$ cat config.mk
export PLATFORM = sky130hd
export DESIGN_NAME = data_mem_port
export DESIGN_NICKNAME = d
export VERILOG_FILES = /design/src/rtl/data_mem_port.sv
export SDC_FILE = /design/constraint.sdc
export NUM_CORES = 1
export LEC_CHECK = 0
export BUFFER_PORTS_ARGS = -buffer_cell sky130_fd_sc_hd__buf_2
export CAP_MARGIN = 40
export CORE_ASPECT_RATIO = 1.2
export CORE_MARGIN = 8
export CORE_UTILIZATION = 55
export CTS_BUF_LIST = sky130_fd_sc_hd__clkbuf_16
export CTS_CLUSTER_SIZE = 8
export DETAILED_ROUTE_END_ITERATION = 10
export PLACE_DENSITY = 0.79
export SLEW_MARGIN = 25
export SYNTH_ARGS = -nofsm -noshare
export SYNTH_HDL_FRONTEND = slang
export SYNTH_SLANG_ARGS = --single-unit
$ cat constraint.sdc
create_clock -name clk_in -period 12.9 [get_ports clk_in]
set_input_delay 1.935 -clock clk_in [delete_from_list [all_inputs] [get_ports clk_in]]
set_output_delay 1.935 -clock clk_in [all_outputs]
set_load 0.02 [all_outputs]
$ cat src/rtl/data_mem_port.sv
// Byte-serial bridge between a cache-side load/store request and an 8-bit RAM.
// Loads walk mem_a once per enabled cycle and collect mem_din one cycle later;
// stores emit one byte write per cycle. Results are sign- or zero-extended.
module data_mem_port #(
  parameter logic [1:0] IO_SEL = 2'b11
) (
  input  logic        clk_in,
  input  logic        rst_in,
  input  logic        rdy_in,
  input  logic        cache_valid,
  input  logic        cache_wr,
  input  logic [2:0]  cache_size,
  input  logic [31:0] cache_addr,
  input  logic [31:0] cache_value,
  output logic        cache_ready,
  output logic [31:0] cache_res,
  input  logic [7:0]  mem_din,
  output logic [7:0]  mem_dout,
  output logic [31:0] mem_a,
  output logic        mem_wr,
  input  logic        io_buffer_full
);

  typedef enum logic [1:0] {IDLE, READ, WRITE, DONE} state_t;

  state_t      state_reg, state_next;
  logic [2:0]  step_reg, step_next;     // index of the current enabled cycle of the transfer
  logic [31:0] addr_reg, addr_next;
  logic [2:0]  size_reg, size_next;
  logic [31:0] value_reg, value_next;
  logic [31:0] data_reg, data_next;     // load bytes collected so far
  logic [7:0]  skid_reg, skid_next;     // byte that arrived during the first frozen cycle
  logic        skid_valid_reg, skid_valid_next;

  logic        cache_ready_next;
  logic [31:0] cache_res_next;
  logic [31:0] mem_a_next;
  logic [7:0]  mem_dout_next;
  logic        mem_wr_next;

  logic [2:0]  nbytes;
  logic        io_block;
  logic [7:0]  rd_byte;
  logic [1:0]  rd_idx;
  logic [31:0] assembled;

  // Size code 3 is treated like a word.
  assign nbytes   = (size_reg[1:0] == 2'd0) ? 3'd1 :
                    (size_reg[1:0] == 2'd1) ? 3'd2 : 3'd4;
  assign io_block = cache_wr && (cache_addr[17:16] == IO_SEL) && io_buffer_full;
  // A byte that showed up while frozen is no longer on mem_din, so use the saved copy.
  assign rd_byte  = skid_valid_reg ? skid_reg : mem_din;
  assign rd_idx   = 2'(step_reg - 3'd2);

  function automatic logic [31:0] extend(input logic [31:0] raw, input logic [2:0] size);
    logic [31:0] res;
    case (size[1:0])
      2'd0:    res = size[2] ? {24'b0, raw[7:0]}  : {{24{raw[7]}}, raw[7:0]};
      2'd1:    res = size[2] ? {16'b0, raw[15:0]} : {{16{raw[15]}}, raw[15:0]};
      default: res = raw;
    endcase
    return res;
  endfunction

  // State register.
  always_ff @(posedge clk_in or posedge rst_in) begin
    if (rst_in) state_reg <= IDLE;
    else        state_reg <= state_next;
  end

  // Next-state, datapath and registered-output computation.
  always_comb begin
    state_next       = state_reg;
    step_next        = step_reg;
    addr_next        = addr_reg;
    size_next        = size_reg;
    value_next       = value_reg;
    data_next        = data_reg;
    skid_next        = skid_reg;
    skid_valid_next  = skid_valid_reg;
    cache_ready_next = 1'b0;
    cache_res_next   = cache_res;
    mem_a_next       = mem_a;
    mem_dout_next    = mem_dout;
    mem_wr_next      = 1'b0;
    assembled        = data_reg;
    assembled[{rd_idx, 3'b000} +: 8] = rd_byte;

    if (!rdy_in) begin
      // Frozen: everything holds, but a load byte due now would be lost, so keep it.
      cache_ready_next = cache_ready;
      if (state_reg == READ && step_reg >= 3'd2 && !skid_valid_reg) begin
        skid_next       = mem_din;
        skid_valid_next = 1'b1;
      end
    end else begin
      case (state_reg)
        IDLE: begin
          mem_a_next     = 32'd0;
          cache_res_next = 32'd0;
          if (cache_valid && !io_block) begin
            addr_next       = cache_addr;
            size_next       = cache_size;
            value_next      = cache_value;
            data_next       = 32'd0;
            step_next       = 3'd1;
            skid_valid_next = 1'b0;
            mem_a_next      = cache_addr;
            if (cache_wr) begin
              state_next    = WRITE;
              mem_dout_next = cache_value[7:0];
              mem_wr_next   = 1'b1;
            end else begin
              state_next    = READ;
            end
          end
        end
        WRITE: begin
          if (step_reg < nbytes) begin
            mem_a_next    = addr_reg + 32'(step_reg);
            mem_dout_next = value_reg[{step_reg[1:0], 3'b000} +: 8];
            mem_wr_next   = 1'b1;
            step_next     = step_reg + 3'd1;
          end else begin
            mem_a_next       = 32'd0;
            cache_ready_next = 1'b1;
            cache_res_next   = 32'd0;
            step_next        = 3'd0;
            state_next       = DONE;
          end
        end
        READ: begin
          skid_valid_next = 1'b0;
          if (step_reg >= 3'd2) data_next = assembled;
          if (step_reg < nbytes) begin
            mem_a_next = addr_reg + 32'(step_reg);
            step_next  = step_reg + 3'd1;
          end else if (step_reg == nbytes) begin
            mem_a_next = 32'd0;
            step_next  = step_reg + 3'd1;
          end else begin
            mem_a_next       = 32'd0;
            cache_ready_next = 1'b1;
            cache_res_next   = extend(assembled, size_reg);
            step_next        = 3'd0;
            state_next       = DONE;
          end
        end
        DONE: begin
          mem_a_next = 32'd0;
          state_next = IDLE;
        end
        default: state_next = IDLE;
      endcase
    end
  end

  // Datapath and output registers.
  always_ff @(posedge clk_in or posedge rst_in) begin
    if (rst_in) begin
      step_reg       <= 3'd0;
      addr_reg       <= 32'd0;
      size_reg       <= 3'd0;
      value_reg      <= 32'd0;
      data_reg       <= 32'd0;
      skid_reg       <= 8'd0;
      skid_valid_reg <= 1'b0;
      cache_ready    <= 1'b0;
      cache_res      <= 32'd0;
      mem_a          <= 32'd0;
      mem_dout       <= 8'd0;
      mem_wr         <= 1'b0;
    end else begin
      step_reg       <= step_next;
      addr_reg       <= addr_next;
      size_reg       <= size_next;
      value_reg      <= value_next;
      data_reg       <= data_next;
      skid_reg       <= skid_next;
      skid_valid_reg <= skid_valid_next;
      cache_ready    <= cache_ready_next;
      cache_res      <= cache_res_next;
      mem_a          <= mem_a_next;
      mem_dout       <= mem_dout_next;
      mem_wr         <= mem_wr_next;
    end
  end

endmodule

==> PnR_summary.wiki, run 1 <==
{| class="wikitable"
! Metric !! Value
|-
| Largest net degree at the start of global routing || approximately 70
|-
| Buffers inserted by post-CTS timing repair || 0
|-
| Vias per inst || ~5.5
|-
| Latest clock arrival within the worst-skew pair || roughly 0.43 ns
|-
| Result of the run || finished, final reports clean
|-
| # rows || about 50
|-
| Initial cell density of the core || approximately 55%
|-
| Post-layout net count || ~1,100
|-
| Number of DRC violations after detailed-routing iteration 0 || 593
|-
| Die area || slightly above 20,000 µm²
|-
| Post-synthesis sequential area ratio || 52.5%
|-
| # resized after CTS || 0
|-
| Leading cell types by count after synthesis || nand2_1, dfrtp_1, inv_1
|-
| Quantity of hold-fixing buffers added after cts || 0
|-
| Routability congestion estimate || a little over 0.8
|-
| Nets in the synthesized netlist || ~980
|-
| Number of buffer and inverter instances along the worst setup path || 2
|-
| Clock tree sinks || around 190
|-
| Hold-critical path depth || 2
|-
| Fin Setup TNS || 0 ns
|-
| Data required time at the worst endpoint || about 13 ns
|-
| Post-Syn Instances || a little under 900
|-
| Post-synth EDFFs || 0
|-
| Worst path max stage delay || slightly below 0.9 ns
|-
| Path class of the lowest-slack min-delay path || reg -> reg
|-
| Crit path max fanout || 29
|-
| Clock tree from TritonCTS || done
|-
| Pin slew with the least headroom to its limit || a little over 0.9 ns
|-
| R2R cell count || 7
|-
| F_max || roughly 260 MHz
|-
| Synth Warn # || 0
|-
| Startpoint kind of the worst setup timing path || input pin
|-
| Endpoint class of the critical path || flop
|-
| Avg Inst Size Synth || around 10 µm²
|-
| Power Dens Cells || approximately 220 nW/µm²
|-
| Final setup vio count || 0
|-
| Launch point of the worst hold path || value_reg[26]
|-
| Worst clock skew on the final layout || 0.00998 ns
|-
| Area Overhead vs Synth || 17.7%
|-
| Unrepaired setup endpoints after global routing || false
|-
| Setup ws final || 9.00 ns
|-
| Register bit count reported by yosys || roughly 190
|-
| Leading post-synthesis cells by cell area || dfrtp_1, nand2_1, o221ai_1
|-
| Post-synthesis cell type with the largest combined area || dfrtp_1
|-
| Placeable core region || between 15,000 and 20,000 µm²
|-
| Final worst path period need || about 4 ns
|-
| Cells along the critical path || buf_2 -> clkinv_1 -> a221oi_2 -> nor2_1 -> a21oi_1
|-
| Final cycle utilization of the critical path || between 30% and 40%
|-
| Max-Slew Margin vs Limit || ~38%
|-
| Setup CP Type || in -> reg
|-
| Ant. Diodes || 0
|-
| Horizontal die dimension || approximately 130 µm
|-
| Data arrival time at the worst-slack endpoint || roughly 4.3 ns
|-
| Combined area of all synthesized cells || 8910 µm²
|-
| Fin. Hold Viols || 0
|-
| Buffer type at the clock tree root || clkbuf_16
|-
| GRT Overall Usage || 21.8%
|-
| Number of buffer cells added on primary ports || around 150
|-
| Cell family with most CP delay || buffers and inverters
|-
| Leakage power || roughly 5.2 nW
|-
| Register clock-pin slew on the reported worst setup and hold paths || around 0.07 ns
|-
| Reg2Reg Capture Point || cache_res[20]
|-
| Number of buffers added by the clock tree synthesis step || 17
|-
| Cell at the slowest stage of the critical path || a221oi_2
|-
| Via count of the first global-routing pass || about 7,100
|-
| Die span in y || roughly 160 µm
|-
| Fraction of layout instances using a drive strength above 1 || between 20 and 25%
|-
| Endpoint, Worst Hold || value_reg[26]
|-
| Count of distinct cell types in the synthesized netlist || between 60 and 70
|-
| Reg2reg start || step_reg[1]
|-
| Maximum clock path buffer count || 2
|-
| Initial antenna violation count || 0
|-
| Share of Yosys cell area claimed by the top area cell type || between 50% and 60%
|-
| Source of the critical timing path || rdy_in
|-
| Maxcap violations || 0
|-
| Routed Wire Length || about 22,000 µm
|-
| Filler Cell Count || between 1,000 and 1,500
|-
| Footprint of the multi-input gates || ~3800 µm²
|-
| Most instantiated library cell after synthesis || nand2_1
|-
| Global route total overflow || 0
|-
| Register area || 4680 µm²
|-
| Worst Setup Slack post-DPL || 8.60 ns
|-
| Via total after detailed routing || a little under 7,000
|-
| Total DRC errors in the routed layout || 0
|-
| Final Total Pwr || approximately 2.3 mW
|-
| Slew Viols, Final || 0
|-
| Most frequently used flop master after synthesis || dfrtp_1
|-
| IO Pins || 155
|-
| DR WL/cell || 17.4 µm
|-
| Worst voltage drop across the vdd grid || approximately 0.00012 V
|-
| Proportion of synthesized flip-flops having asynchronous set or reset || 100%
|-
| HPWL after detailed placement || 15,500 µm
|-
| Iteration count of the initial detailed-routing pass || 5
|-
| Maximum level of the CTS H-tree || 4
|-
| Antenna viol nets, final || 0
|-
| Wire length of the first global-routing pass || 36,100 µm
|-
| Internal reg-to-reg setup slack || just under 10 ns
|}
[layout make-up]
type | instances | share of cell area [%]
Multi-Input combinational cell | 596 | 36.4
Inverter | 59 | 2.16
Sequential cell | 187 | 44.6
Timing Repair Buffer | 168 | 8.72
Clock buffer | 17 | 4.05
Tap cell | 212 | 2.53
Clock inverter | 15 | 1.51
[cell usage in the layout, fill, tap and decap left out, types with 6 or more instances in the layout]
cell / count
buf_2: 156
mux2_2: 8
a21oi_1: 14
mux4_2: 8
a22o_1: 24
dfrtp_1: 187
o21ai_0: 25
mux2i_1: 17
inv_1: 60
o211ai_1: 10
o221ai_1: 37
clkbuf_16: 17
buf_4: 7
xor2_1: 22
nand2_1: 251
nand2b_1: 6
nand3_1: 18
a22oi_1: 7
xnor2_1: 6
and3_1: 9
o2bb2ai_1: 24
ha_1: 16
nand4_1: 13
o22ai_1: 7
nor2_1: 18
[kinds of logic (layout without fill, tap and decap cells)]
logic type      count (synthesis)  count (layout)  share of synthesized area, %
fa+ha+maj                      17              17                          2.47
mux                            34              34                          5.19
flops                         187             187                          52.5
compound gates                172             172                          15.0
xor+xnor                       28              28                          2.75
simple gates                  345             345                          17.4
buf+inv                       102             259                          4.69
[worst max path at each step]
| stage | to | slack, ns | cells after the start |
|---|---|---|---|
| 2_1_floorplan | addr_reg[0] | 5.88 | 1 |
| 3_3_place_gp | mem_dout[0] | 8.73 | 4 |
| 3_5_place_dp | mem_dout[4] | 8.60 | 5 |
| 4_1_cts | mem_dout[4] | 9.06 | 5 |
| 5_1_grt | mem_dout[4] | 8.79 | 5 |
| 6_report | mem_dout[4] | 9.00 | 5 |
[worst min-delay path: stages, from the launching register on]
cell and delay (ns):
dfrtp_1 0.34, nand2_1 0.05, nand2_1 0.05
[stage by stage]
step	util, %	instance area, µm²	hold WS (ns)	std cells
3_3_place_gp	61.1	9820	0.454	1215
4_1_cts	64.9	10400	0.475	1249
5_1_grt	65.3	10500	0.498	1254
3_5_place_dp	61.3	9850	0.458	1217
6_report	65.3	10500	0.473	1254
2_1_floorplan	-	8910	0.440	885
[per-layer routing]
metal	routed length (µm)	track usage, %
met5	0	0
met4	391	8.13
met3	1260	5.35
met2	11000	36.2
met1	9180	27.2
[report_power, final]
part           internal, mW  leakage (nW)  total, mW  switching (mW)
Combinational         0.331          2.46      0.831           0.499
Clock                 0.302         0.295      0.522           0.220
Sequential            0.783          2.45      0.945           0.162
Total                  1.42          5.20       2.30           0.881
No activity file was read; power rests on OpenSTA's default activity.
==> inputs of run 2 (changes only) <==
--- a/config.mk
+++ b/config.mk
@@ -9,11 +9,11 @@
 export CAP_MARGIN = 40
 export CORE_ASPECT_RATIO = 1.2
 export CORE_MARGIN = 8
-export CORE_UTILIZATION = 55
+export CORE_UTILIZATION = 51
 export CTS_BUF_LIST = sky130_fd_sc_hd__clkbuf_16
 export CTS_CLUSTER_SIZE = 8
 export DETAILED_ROUTE_END_ITERATION = 10
-export PLACE_DENSITY = 0.79
+export PLACE_DENSITY = 0.77
 export SLEW_MARGIN = 25
 export SYNTH_ARGS = -nofsm -noshare
 export SYNTH_HDL_FRONTEND = slang
==> constraint.sdc (replaced) <==
create_clock -name clk_in -period 3.5 [get_ports clk_in]
set_input_delay 0.525 -clock clk_in [delete_from_list [all_inputs] [get_ports clk_in]]
set_output_delay 0.525 -clock clk_in [all_outputs]
set_load 0.02 [all_outputs]
==> PnR_summary.wiki, run 2 (synthesized netlist as in run 1, its figures left out) <==
{| class="wikitable"
! Metric !! Value
|-
| # resized after CTS || 0
|-
| Unrepaired setup endpoints after global routing || false
|-
| Setup ws final || roughly 0.56 ns
|-
| Most used cells in the layout excluding fill and tap cells || nand2_1, dfrtp_1, buf_2
|-
| Share of power burned in the clock network || approximately 22%
|-
| Total DRC errors in the routed layout || 0
|-
| Latest clock arrival within the worst-skew pair || 0.44 ns
|-
| Antenna viol nets, final || 0
|-
| Area of placed instances || 9930 µm²
|-
| Source of the critical timing path || size_reg[1]
|-
| Crit path max fanout || 20
|-
| Largest net degree at the start of global routing || 74
|-
| Global route total overflow || 0
|-
| DR WL/cell || 17.9 µm
|-
| Max-Slew Margin vs Limit || between 40% and 50%
|-
| R2R cell count || 7
|-
| Switching fraction of total power || roughly two fifths
|-
| Die area || ~22,000 µm²
|-
| IO Pins || about 160
|-
| Maximum level of the CTS H-tree || 4
|-
| Endpoint class of the critical path || flop
|-
| Clock tree sinks || approximately 190
|-
| Maximum clock path buffer count || 2
|-
| Worst voltage drop across the vdd grid || 0.000427 V
|-
| Final setup vio count || 0
|-
| Data required time at the worst endpoint || 3.87 ns
|-
| Setup CP Type || reg -> reg
|-
| Internal Dissipation || around 5 mW
|-
| Endpoint of the worst setup timing path || cache_res[31]
|-
| Area Overhead vs Synth || 17.8%
|-
| Number of buffers added by the clock tree synthesis step || 17
|-
| Die span in y || 161 µm
|-
| Pin slew with the least headroom to its limit || 0.839 ns
|-
| Sequential cell fraction of total power || about two fifths
|-
| Vias per inst || approximately 5.6
|-
| Reg2reg start || size_reg[1]
|-
| Iteration count of the initial detailed-routing pass || 4
|-
| Initial cell density of the core || between 50% and 60%
|-
| Worst slack on hold paths || 0.0769 ns
|-
| Buffers inserted by post-CTS timing repair || 0
|-
| Reg2Reg Capture Point || cache_res[31]
|-
| Worst Setup Slack post-DPL || 0.602 ns
|-
| Fraction of layout instances using a drive strength above 1 || between 20% and 30%
|-
| Data arrival time at the worst-slack endpoint || between 3 and 4 ns
|-
| Switching Power || around 3.3 mW
|-
| Fin. Hold Viols || 0
|-
| Register clock-pin slew on the reported worst setup and hold paths || ~0.070 ns
|-
| Power Dens Cells || around 800 nW/µm²
|-
| Ant. Diodes || 0
|-
| GRT Overall Usage || between 20% and 30%
|-
| Number of buffer cells added on primary ports || 154
|-
| Number of DRC violations after detailed-routing iteration 0 || approximately 450
|-
| HPWL after detailed placement || 16,200 µm
|-
| Fin Setup TNS || 0 ns
|-
| Horizontal die dimension || between 100 and 150 µm
|-
| Logic pwr share || a little over a third
|-
| Via total after detailed routing || around 7,100
|-
| Post-layout net count || approximately 1,100
|-
| Maxcap violations || 0
|-
| Initial antenna violation count || 0
|-
| Routability congestion estimate || roughly 0.84
|-
| Slew Viols, Final || 0
|-
| Leakage power || roughly 5.2 nW
|-
| Placeable core region || 17,300 µm²
|-
| Quantity of hold-fixing buffers added after cts || 0
|-
| Result of the run || finished, final reports clean
|-
| Buffer type at the clock tree root || clkbuf_16
|-
| Path class of the lowest-slack min-delay path || in -> async
|-
| Internal reg-to-reg setup slack || between 0.5 and 0.6 ns
|-
| Worst clock skew on the final layout || around 0.0087 ns
|-
| F_max || roughly 340 MHz
|-
| Most common cell after layout, fill and taps aside || nand2_1
|-
| Final worst path period need || 2.94 ns
|-
| Via count of the first global-routing pass || roughly 7,400
|-
| Final cycle utilization of the critical path || a little over four fifths
|-
| Routed Wire Length || between 20,000 and 25,000 µm
|-
| Startpoint kind of the worst setup timing path || flop
|-
| Clock tree from TritonCTS || done
|-
| Wire length of the first global-routing pass || roughly 38,000 µm
|-
| # rows || between 50 and 60
|-
| Area of all placed cells without fillers || 10,500 µm²
|}
## run 2: cell count changes in the layout (fill, tap and decap cells not counted), moves of 2 or more
cell / previous run / this run
buf_4: 7 / 13
buf_12: 0 / 3
inv_1: 60 / 57
buf_16: 2 / 0
clkbuf_4: 2 / 0
clkinv_1: 4 / 6
clkinv_4: 2 / 0
inv_6: 1 / 3
## run 2: worst max-delay path, stage by stage (launching register included)
cell and delay (ns):
dfrtp_1 0.75, nor2_1 0.22, ha_1 0.24, nand3b_1 0.21, and2_4 0.20, nor3_4 0.39, a21boi_2 0.63, a22o_1 0.23
## run 2: worst min path at each step
| stage | from | end | depth (start not counted) |
|---|---|---|---|
| after CTS | rst_in | cache_res[18] | 2 |
| after floorplan | value_reg[16] | value_reg[16] | 2 |
| after global placement | value_reg[6] | value_reg[6] | 2 |
| after detailed placement | value_reg[17] | value_reg[17] | 2 |
| after global routing | rst_in | cache_res[18] | 2 |
| final | rst_in | cache_res[30] | 2 |
## run 2: cell type report
| cell class | instances | area (µm²) |
|---|---|---|
| fillers | 1449 | 6810 |
| flip-flops and latches | 187 | 4680 |
| multi-input cells | 596 | 3820 |
| repair buffers | 173 | 943 |
| clock buffers | 17 | 425 |
| well taps | 220 | 275 |
| inverters | 59 | 225 |
| clock inverters | 14 | 128 |
## run 2: metal layers
layer / GRT usage [%] / vias to the layer above / share of wire [%]
met3: 5.53 / 38 / 5.7
met2: 35.5 / 206 / 50
met4: 7.95 / 0 / 2.2
met1: 26.6 / 3483 / 42
li1: - / 3370 / -
met5: 0 / - / 0
## run 2: power groups by stage
stage	logic, mW	clock network [mW]	registers (mW)
global route	3.44	1.99	3.55
floorplan	1.98	0	3.65
finish	3.09	1.88	3.46
global placement	3.00	0	3.46
CTS	3.12	1.90	3.46
detailed placement	3.09	0	3.49
## run 2: through the flow
step / instances / total power [mW] / util, %
3_3_place_gp: 1231 / 6.46 / 57.3
6_report: 1266 / 8.43 / 60.7
5_1_grt: 1266 / 8.98 / 60.7
2_1_floorplan: 885 / 5.62 / -
4_1_cts: 1263 / 8.48 / 60.6
3_5_place_dp: 1232 / 6.58 / 57.4
